`config.mk`:
```
export PLATFORM = sky130hd
export DESIGN_NAME = safe_lock_ctrl
export DESIGN_NICKNAME = d
export VERILOG_FILES = /design/src/rtl/safe_lock_ctrl.sv
export SDC_FILE = /design/constraint.sdc
export NUM_CORES = 1
export LEC_CHECK = 0
export CAP_MARGIN = 20
export CORE_ASPECT_RATIO = 1.4
export CORE_UTILIZATION = 35
export CTS_BUF_LIST = sky130_fd_sc_hd__clkbuf_4 sky130_fd_sc_hd__clkbuf_8
export CTS_CLUSTER_DIAMETER = 200
export DETAILED_ROUTE_END_ITERATION = 8
export GPL_TIMING_DRIVEN = 0
export SLEW_MARGIN = 20
export SYNTH_ARGS = -nofsm -noshare
export SYNTH_HDL_FRONTEND = slang
export SYNTH_SLANG_ARGS = --single-unit
```
`constraint.sdc`:
```
create_clock -name CLK -period 6.95 [get_ports CLK]
set_input_delay 1.39 -clock CLK [delete_from_list [all_inputs] [get_ports CLK]]
set_output_delay 1.39 -clock CLK [all_outputs]
set_load 0.005 [all_outputs]
```
`src/rtl/safe_lock_ctrl.sv`:
```
`default_nettype none
// ============================================================================
//  Module   : safe_lock_ctrl
//  Purpose  : Combination-lock controller. The user dials a DIGITS-long code
//             with one-cycle INC/NEXT pulses. The entry is compared against a
//             reprogrammable code register. Wrong attempts are counted, and
//             MAX_TRIES consecutive failures start a LOCKOUT_CYC-cycle alarm.
//  Ports    : CLK    - system clock
//             RST_N  - asynchronous active-low reset
//             INC    - pulse: increment the digit being dialled
//             NEXT   - pulse: accept the digit being dialled
//             CLR    - pulse: clear entry / relock / abort programming
//             PROG   - pulse: enter programming (only while open)
//             CUR    - digit currently being dialled
//             POS    - index of the digit being entered
//             TRIES  - consecutive wrong attempts
//             STATE  - 0=ENTRY 1=CHECK 2=OPEN 3=LOCKOUT 4=PROGRAM
//             OPEN   - lock open
//             ALARM  - lockout active
//             ERR    - one-cycle pulse on a wrong code
//  Revision : 1.0 - initial release
// ============================================================================
module safe_lock_ctrl #(
  parameter int DIGITS      = 4,
  parameter int DIGIT_W     = 4,
  parameter int MAX_TRIES   = 3,
  parameter int LOCKOUT_CYC = 50000000,
  parameter logic [DIGITS*DIGIT_W-1:0] DEFAULT_CODE = 16'h1234,
  localparam int POS_W = $clog2(DIGITS),
  localparam int TRY_W = $clog2(MAX_TRIES+1)
) (
  input  logic               CLK,
  input  logic               RST_N,
  input  logic               INC,
  input  logic               NEXT,
  input  logic               CLR,
  input  logic               PROG,
  output logic [DIGIT_W-1:0] CUR,
  output logic [POS_W-1:0]   POS,
  output logic [TRY_W-1:0]   TRIES,
  output logic [2:0]         STATE,
  output logic               OPEN,
  output logic               ALARM,
  output logic               ERR
);

  localparam int TMR_W  = $clog2(LOCKOUT_CYC);
  localparam int CODE_W = DIGITS*DIGIT_W;

  localparam logic [POS_W-1:0] c_last_pos  = POS_W'(DIGITS-1);
  localparam logic [TMR_W-1:0] c_tmr_load  = TMR_W'(LOCKOUT_CYC-1);
  localparam logic [TRY_W-1:0] c_max_tries = TRY_W'(MAX_TRIES);

  typedef enum logic [2:0] {
    ST_ENTRY   = 3'd0,
    ST_CHECK   = 3'd1,
    ST_OPEN    = 3'd2,
    ST_LOCKOUT = 3'd3,
    ST_PROGRAM = 3'd4
  } state_t;

  state_t              r_state,  w_state_nxt;
  logic [DIGIT_W-1:0]  r_cur,    w_cur_nxt;
  logic [POS_W-1:0]    r_pos,    w_pos_nxt;
  logic [TRY_W-1:0]    r_tries,  w_tries_nxt;
  logic                r_open,   w_open_nxt;
  logic                r_alarm,  w_alarm_nxt;
  logic                r_err,    w_err_nxt;
  logic                r_mism,   w_mism_nxt;
  logic [TMR_W-1:0]    r_timer,  w_timer_nxt;
  logic [CODE_W-1:0]   r_code,   w_code_nxt;
  logic [CODE_W-1:0]   r_shadow, w_shadow_nxt;

  logic [DIGIT_W-1:0]  w_code_dig;   // stored digit at the current position
  logic [CODE_W-1:0]   w_shadow_wr;  // shadow with the current digit merged in
  logic [TRY_W-1:0]    w_tries_inc;
  logic                w_last;

  assign w_code_dig  = r_code[int'(r_pos)*DIGIT_W +: DIGIT_W];
  assign w_tries_inc = r_tries + TRY_W'(1);
  assign w_last      = (r_pos == c_last_pos);

  // The final programming digit must land in the code register on the same
  // edge it is accepted, so the merge is done combinationally.
  always_comb begin
    w_shadow_wr = r_shadow;
    w_shadow_wr[int'(r_pos)*DIGIT_W +: DIGIT_W] = r_cur;
  end

  always_ff @(posedge CLK or negedge RST_N) begin
    if (!RST_N) begin
      r_state  <= ST_ENTRY;
      r_cur    <= '0;
      r_pos    <= '0;
      r_tries  <= '0;
      r_open   <= 1'b0;
      r_alarm  <= 1'b0;
      r_err    <= 1'b0;
      r_mism   <= 1'b0;
      r_timer  <= '0;
      r_code   <= DEFAULT_CODE;
      r_shadow <= '0;
    end else begin
      r_state  <= w_state_nxt;
      r_cur    <= w_cur_nxt;
      r_pos    <= w_pos_nxt;
      r_tries  <= w_tries_nxt;
      r_open   <= w_open_nxt;
      r_alarm  <= w_alarm_nxt;
      r_err    <= w_err_nxt;
      r_mism   <= w_mism_nxt;
      r_timer  <= w_timer_nxt;
      r_code   <= w_code_nxt;
      r_shadow <= w_shadow_nxt;
    end
  end

  always_comb begin
    w_state_nxt  = r_state;
    w_cur_nxt    = r_cur;
    w_pos_nxt    = r_pos;
    w_tries_nxt  = r_tries;
    w_open_nxt   = r_open;
    w_alarm_nxt  = r_alarm;
    w_err_nxt    = 1'b0;           // ERR is a single-cycle pulse
    w_mism_nxt   = r_mism;
    w_timer_nxt  = r_timer;
    w_code_nxt   = r_code;
    w_shadow_nxt = r_shadow;

    case (r_state)
      ST_ENTRY: begin
        if (CLR) begin
          w_cur_nxt  = '0;
          w_pos_nxt  = '0;
          w_mism_nxt = 1'b0;
        end else if (NEXT) begin
          // Mismatch is accumulated so a wrong digit is not revealed early.
          w_mism_nxt = r_mism | (r_cur != w_code_dig);
          w_cur_nxt  = '0;
          if (w_last) begin
            w_pos_nxt   = '0;
            w_state_nxt = ST_CHECK;
          end else begin
            w_pos_nxt = r_pos + POS_W'(1);
          end
        end else if (INC) begin
          w_cur_nxt = r_cur + DIGIT_W'(1);
        end
      end

      ST_CHECK: begin
        w_mism_nxt = 1'b0;
        if (!r_mism) begin
          w_state_nxt = ST_OPEN;
          w_tries_nxt = '0;
          w_open_nxt  = 1'b1;
        end else begin
          w_err_nxt   = 1'b1;
          w_tries_nxt = w_tries_inc;
          if (w_tries_inc == c_max_tries) begin
            w_state_nxt = ST_LOCKOUT;
            w_timer_nxt = c_tmr_load;
            w_alarm_nxt = 1'b1;
          end else begin
            w_state_nxt = ST_ENTRY;
          end
        end
      end

      ST_OPEN: begin
        if (CLR) begin
          w_open_nxt  = 1'b0;
          w_state_nxt = ST_ENTRY;
        end else if (PROG) begin
          w_state_nxt = ST_PROGRAM;
          w_cur_nxt   = '0;
          w_pos_nxt   = '0;
        end
      end

      ST_PROGRAM: begin
        if (CLR) begin
          w_state_nxt = ST_OPEN;
          w_cur_nxt   = '0;
          w_pos_nxt   = '0;
        end else if (NEXT) begin
          w_shadow_nxt = w_shadow_wr;
          w_cur_nxt    = '0;
          if (w_last) begin
            w_code_nxt  = w_shadow_wr;
            w_pos_nxt   = '0;
            w_open_nxt  = 1'b0;
            w_state_nxt = ST_ENTRY;
          end else begin
            w_pos_nxt = r_pos + POS_W'(1);
          end
        end else if (INC) begin
          w_cur_nxt = r_cur + DIGIT_W'(1);
        end
      end

      ST_LOCKOUT: begin
        // Timer is loaded with LOCKOUT_CYC-1, so counting down through 0
        // keeps ALARM high for exactly LOCKOUT_CYC cycles.
        if (r_timer == '0) begin
          w_state_nxt = ST_ENTRY;
          w_alarm_nxt = 1'b0;
          w_tries_nxt = '0;
          w_cur_nxt   = '0;
          w_pos_nxt   = '0;
        end else begin
          w_timer_nxt = r_timer - TMR_W'(1);
        end
      end

      default: begin
        w_state_nxt = ST_ENTRY;
        w_cur_nxt   = '0;
        w_pos_nxt   = '0;
        w_open_nxt  = 1'b0;
        w_alarm_nxt = 1'b0;
        w_mism_nxt  = 1'b0;
      end
    endcase
  end

  assign CUR   = r_cur;
  assign POS   = r_pos;
  assign TRIES = r_tries;
  assign STATE = r_state;
  assign OPEN  = r_open;
  assign ALARM = r_alarm;
  assign ERR   = r_err;

endmodule
`default_nettype wire
```
Yosys cells after proc, flatten, opt, wreduce, memory -nomap -nowiden:

Cells that the tools add are included.

* div/mod/pow operators: 0
* bitwise operators: 6
* magnitude comparators: 0
* equal/unequal tests: 27
* multiplexer cells: 48
* add/subtract/negate cells: 5
* $mul: 0
* reductions and logical operators: 17
* shift operators: 3

Operators with widths (count)
* 26-bit two-way mux: 3
* 26-bit case mux with 2 select lines: 1
* 4-bit negator with 33-bit output: 1
* 4-bit by 33-bit variable shift with 16-bit output, first input constant: 1
* 4-bit by 33-bit indexed part select with 16-bit output: 1
* 2-bit != test, second input constant: 14
* 3-bit two-way mux: 9
* 26-bit logical NOT: 1
* 26-bit by 1-bit subtractor with 26-bit output, second input constant: 1
* 4-bit two-way mux: 6
* 2-bit two-way mux: 9
* 16-bit bitwise mux: 1
* 4-bit case mux with 4 select lines: 1
* 16-bit by 5-bit indexed part select with 4-bit output: 1
* 3-bit case mux with 5 select lines: 1
* 1-bit two-way mux: 12
* 3-bit != test, second input constant: 4
* 4-bit AND reduction: 3
* 5-bit AND reduction: 2
* 2-bit case mux with 4 select lines: 1
* 7-bit AND reduction: 1
* 3-bit by 2-bit == test with 1-bit output, second input constant: 2
* 6-bit AND reduction: 1
* 3-bit OR reduction: 2
* 19 further kinds: 27

* bits in latches: 0
* flip-flop bits (word level): 73
* ROM bits: 0
* word-level logic and storage cells: 117
* bits in writable memories: 0
* memories kept: 0
* bits of input ports: 6
* output and inout bits: 14

Logic depth before layout (Yosys ltp):

* word-level depth: 6
* gate-level depth with buffers: 8
* mapped depth without buffers: 7

Worst setup path before layout:

OpenSTA, ideal clock, no wires.

* path type: in2reg
* start point: input CLR
* end point: register r_cur[0], in the netlist CUR[0]
* setup slack: 4.052 ns
* buffers on the path: 1
* stages: 6
* data required time: 6.825 ns
* data arrival time: 2.773 ns
* setup time: 0.125 ns
* cell sequence: clkbuf_1 -> nor3_1 -> or2b_2 -> o22ai_1 -> or2_4 -> mux2_4

* cells in the longest elaborated chain, start to end: 2
* elaborated cells between the ends (all ways): 5
* classes of those cells: eq/ne: 2; mux: 2; reduce/logical: 1

RTL lines
* from (decl): RTL line 36 `input logic CLR,`
* 4-bit by 1-bit != test with 1-bit output (no source line), or another cell as far along
* 5-bit AND reduction (no source line) / 4-bit case mux with 4 select lines (equally long branches)
* to (signal assigned): RTL line 105 `r_cur <= w_cur_nxt;`
* to (decl): RTL line 63 `logic [DIGIT_W-1:0] r_cur, w_cur_nxt;`

Several ways; a longest one is shown, not always the timed one.
A chain may end at the register's enable or synchronous reset.

Final worst setup path:

* start point: input NEXT
* end point: register r_code[11]

* cells in the longest elaborated chain, start to end: 1

RTL lines
* from (decl): RTL line 35 `input logic NEXT,`
* 4-bit AND reduction (no source line)
* to (signal assigned): RTL line 113 `r_code <= w_code_nxt;`
* to (decl): RTL line 71 `logic [CODE_W-1:0] r_code, w_code_nxt;`

No other way between the ends.

==> impl_metrics.json <==
{
  "clock-sinks": 73,
  "crit_path_max_incr_delay_ps": 590,
  "io_buffer_count": 18,
  "post-synth-top-count-cell": "sky130_fd_sc_hd__dfrtp_1",
  "first_global_vias": 3245,
  "syn_avg_cell_area_um2": 9.25,
  "initial_antenna_violation_count": 0,
  "first_pass_grt_wire_length_mm": 15.9,
  "cts_tree": "done",
  "placeableCoreArea_mm2": 0.0110,
  "fin_worst_skew_ps": 7.45,
  "cts.reportedPaths.clkPinSlew_ps": 70,
  "final_min_period_over_clock_period_pct": 46.9,
  "ctsHtreeMaxLevel": 3,
  "critPathMaxFanout": 10,
  "netlist.area_leader.share_pct": 42.6,
  "async_set_or_reset_register_ratio_after_synthesis_pct": 100,
  "final.fill_count": 1112,
  "drt_iter0_drc": 119,
  "timing.final.crit_period_ps": 3260,
  "clock_insertion_delay_worst_skew_ps": 360,
  "worst_slew_pin_tran_ps": 694,
  "outcome": "finished clean",
  "placed_cells_incl_taps": 592,
  "yosys_most_used_dff": "sky130_fd_sc_hd__dfrtp_1",
  "die-area_mm2": 0.0119,
  "startpoint_type_of_the_worst_setup_path": "primary input",
  "edff_count_synth": 0,
  "cts.path.max_buffers": 2,
  "layout.nets": 477,
  "crit_type": "primary input to register",
  "syn_area_mm2": 0.00400,
  "grt-ovfl-total": 0,
  "yosys-top-cells-area": "sky130_fd_sc_hd__dfrtp_1, sky130_fd_sc_hd__o21ai_0, sky130_fd_sc_hd__nand2_1",
  "grtUsageMet2_pct": 30.8,
  "grt_start_max_net_pins": 50,
  "seq_cells_post_synth": 73,
  "crit_path_cell_trace": "clkdlybuf4s50_1, nor4b_1, and2_1, buf_2, nand2_1, clkbuf_1, nand2_1, o21ai_0",
  "worst-endpoint-arrival_ps": 3490,
  "irDropWorstVdd_mv": 0.129,
  "clock.fmax_ghz": 0.307,
  "synth_top_cell_by_area": "sky130_fd_sc_hd__dfrtp_1",
  "placement_rows": 45,
  "critical_path.endpoint_type": "register",
  "first_pass_iters": 5,
  "syn2layout_area_growth_pct": 15.1,
  "via_count": 3301,
  "grt.met3_usage_pct": 3.13,
  "p_leak_nw": 1.91,
  "clock-root-buffer": "sky130_fd_sc_hd__clkbuf_8",
  "cp_num_buf_inv": 3,
  "drv.max_cap_violation_count": 0,
  "cts_setup_buffers": 0,
  "final_antenna_net_count": 0,
  "finish.cell_count_without_fillers": 608,
  "worst-endpoint-required_ps": 7180,
  "cts.hold.buffers_added": 0,
  "fin_util_pct": 41.9,
  "drive_above_1_share_pct": 10.7,
  "drt_drc_violations_left": 0,
  "most_used_layer_global_route": "met2",
  "holdCritPathClass": "register to register",
  "setup_total_negative_slack_ps": 0,
  "numCtsBuffers": 9,
  "vias_per_cell": 5.43,
  "mappedNetlistNets": 447,
  "grt_setup_unrepaired": "no",
  "insertedDiodeCount": 0,
  "initial_core_util_pct": 36.4,
  "globalRouteMet1Util_pct": 20.0,
  "fp.dieH_um": 128,
  "total_i_o_pin_count": 20,
  "worst_rel_slew_slack_pct": 53.1,
  "yosysUniqueCellTypes": 60,
  "post_synth_most_frequent_cells": "sky130_fd_sc_hd__dfrtp_1, sky130_fd_sc_hd__nand2_1, sky130_fd_sc_hd__o21ai_0",
  "finalHoldViolCount": 0,
  "die_w_um": 92.3,
  "total_wirelength_of_the_detailed_routed_design_mm": 9.62,
  "critPathTopFamily": "buffers and inverters",
  "synthesis.instances": 432,
  "finalPower_w": 0.00157,
  "slowest_stage": "sky130_fd_sc_hd__clkdlybuf4s50_1",
  "report.final.setup_viol": 0,
  "track_usage_pct": 17.5,
  "power_density_mw_per_mm2": 341,
  "place_congestion": 0.815,
  "yosysWarnings": 0,
  "finalMaxSlewViolations": 0,
  "detailedPlacementHpwl_mm": 7.13,
  "post_cts_resize_count": 0,
  "synth_sequential_area_ratio_pct": 45.9,
  "path_common_cell": "sky130_fd_sc_hd__nand2_1",
  "routed_wire_length_per_instance_um": 15.8
}
## per-stage QoR
stage / hold WS [ps] / cell area, um2 / setup WS (ps)
floorplan: 442 / 4000 / 4050
global placement: 457 / 4350 / 1950
detailed placement: 464 / 4380 / 3320
CTS: 481 / 4600 / 3680
global route: 499 / 4600 / 3560
finish: 478 / 4600 / 3690
## placed cells by master (no fill, tap or decap), drive strengths merged, types with 4 or more instances in the layout
master         instances
ha                     9
nor4                  10
nand3                 21
clkdlybuf4s50         17
nor2b                 21
inv                    9
dfrtp                 68
nor3                   9
nor2                  21
or4                   10
clkbuf                25
nand4                  6
and3                   5
xnor2                  5
o31ai                  9
mux4                   4
buf                    7
nand2                 58
o21ai                 53
dfstp                  5
or3                   12
a21oi                 30
and4                   4
## layout make-up
| type | instances | area [um2] | area share (%) |
|---|---|---|---|
| Multi-Input combinational cell | 331 | 2020 | 44.0 |
| Sequential cell | 73 | 1830 | 39.9 |
| Timing Repair Buffer | 19 | 205 | 4.46 |
| Tap cell | 141 | 176 | 3.84 |
| Clock buffer | 10 | 131 | 2.86 |
| Buffer | 20 | 110 | 2.39 |
| Clock inverter | 6 | 90.1 | 1.96 |
| Inverter | 8 | 30.0 | 0.653 |
## flip-flops by register name, indices dropped and copies added, names as in the netlist
name and count:
OPEN 1, ALARM 1, CUR 4, POS 2, r_shadow 16, r_mism 1, TRIES 2, ERR 1
r_code 16, r_timer 26, STATE 3
## report_power, final
part           internal, W  switching [W]  leakage [nW]
logic             0.000246       0.000338         0.829
registers         0.000505       0.000103         0.971
clock network     0.000207       0.000170         0.110
## path summary, 6_finish.rpt
check,depth (start not counted),end,slack (ps),from
worst max-delay path,8,r_code[11],3690,NEXT
worst min-delay path,2,r_shadow[8],480,r_shadow[8]
worst max register to register,8,r_timer[20],4150,r_timer[0]
worst min register to register,2,r_shadow[8],480,r_shadow[8]
max in group asynchronous,2,r_code[12],5390,RST_N
min in group asynchronous,1,r_timer[17],930,RST_N
## logic make-up after synthesis
logic type / share of synthesized area, %
AND/OR/NAND/NOR: 26.8
adder cells (fa/ha/maj): 2.82
AO/OA/AOI/OAI: 16.0
multiplexers: 3.44
buffers and inverters: 3.51
flip-flops: 45.9
XOR/XNOR: 1.53
## worst reg2reg max path, stage by stage, from the launching register on
cell	delay, ps
sky130_fd_sc_hd__dfrtp_1	440
sky130_fd_sc_hd__inv_1	80
sky130_fd_sc_hd__ha_1	280
sky130_fd_sc_hd__nor4b_1	500
sky130_fd_sc_hd__nand4_2	270
sky130_fd_sc_hd__o21ai_2	480
sky130_fd_sc_hd__buf_6	220
sky130_fd_sc_hd__nor3_1	60
sky130_fd_sc_hd__or3b_1	350
## per-layer routing
metal | share of wire [%] | vias up
met4 | 3.7 | 0
li1 | - | 1625
met3 | 3.0 | 22
met2 | 52 | 66
met1 | 41 | 1588
met5 | 0 | -
No activity file was read; power rests on OpenSTA's default activity.
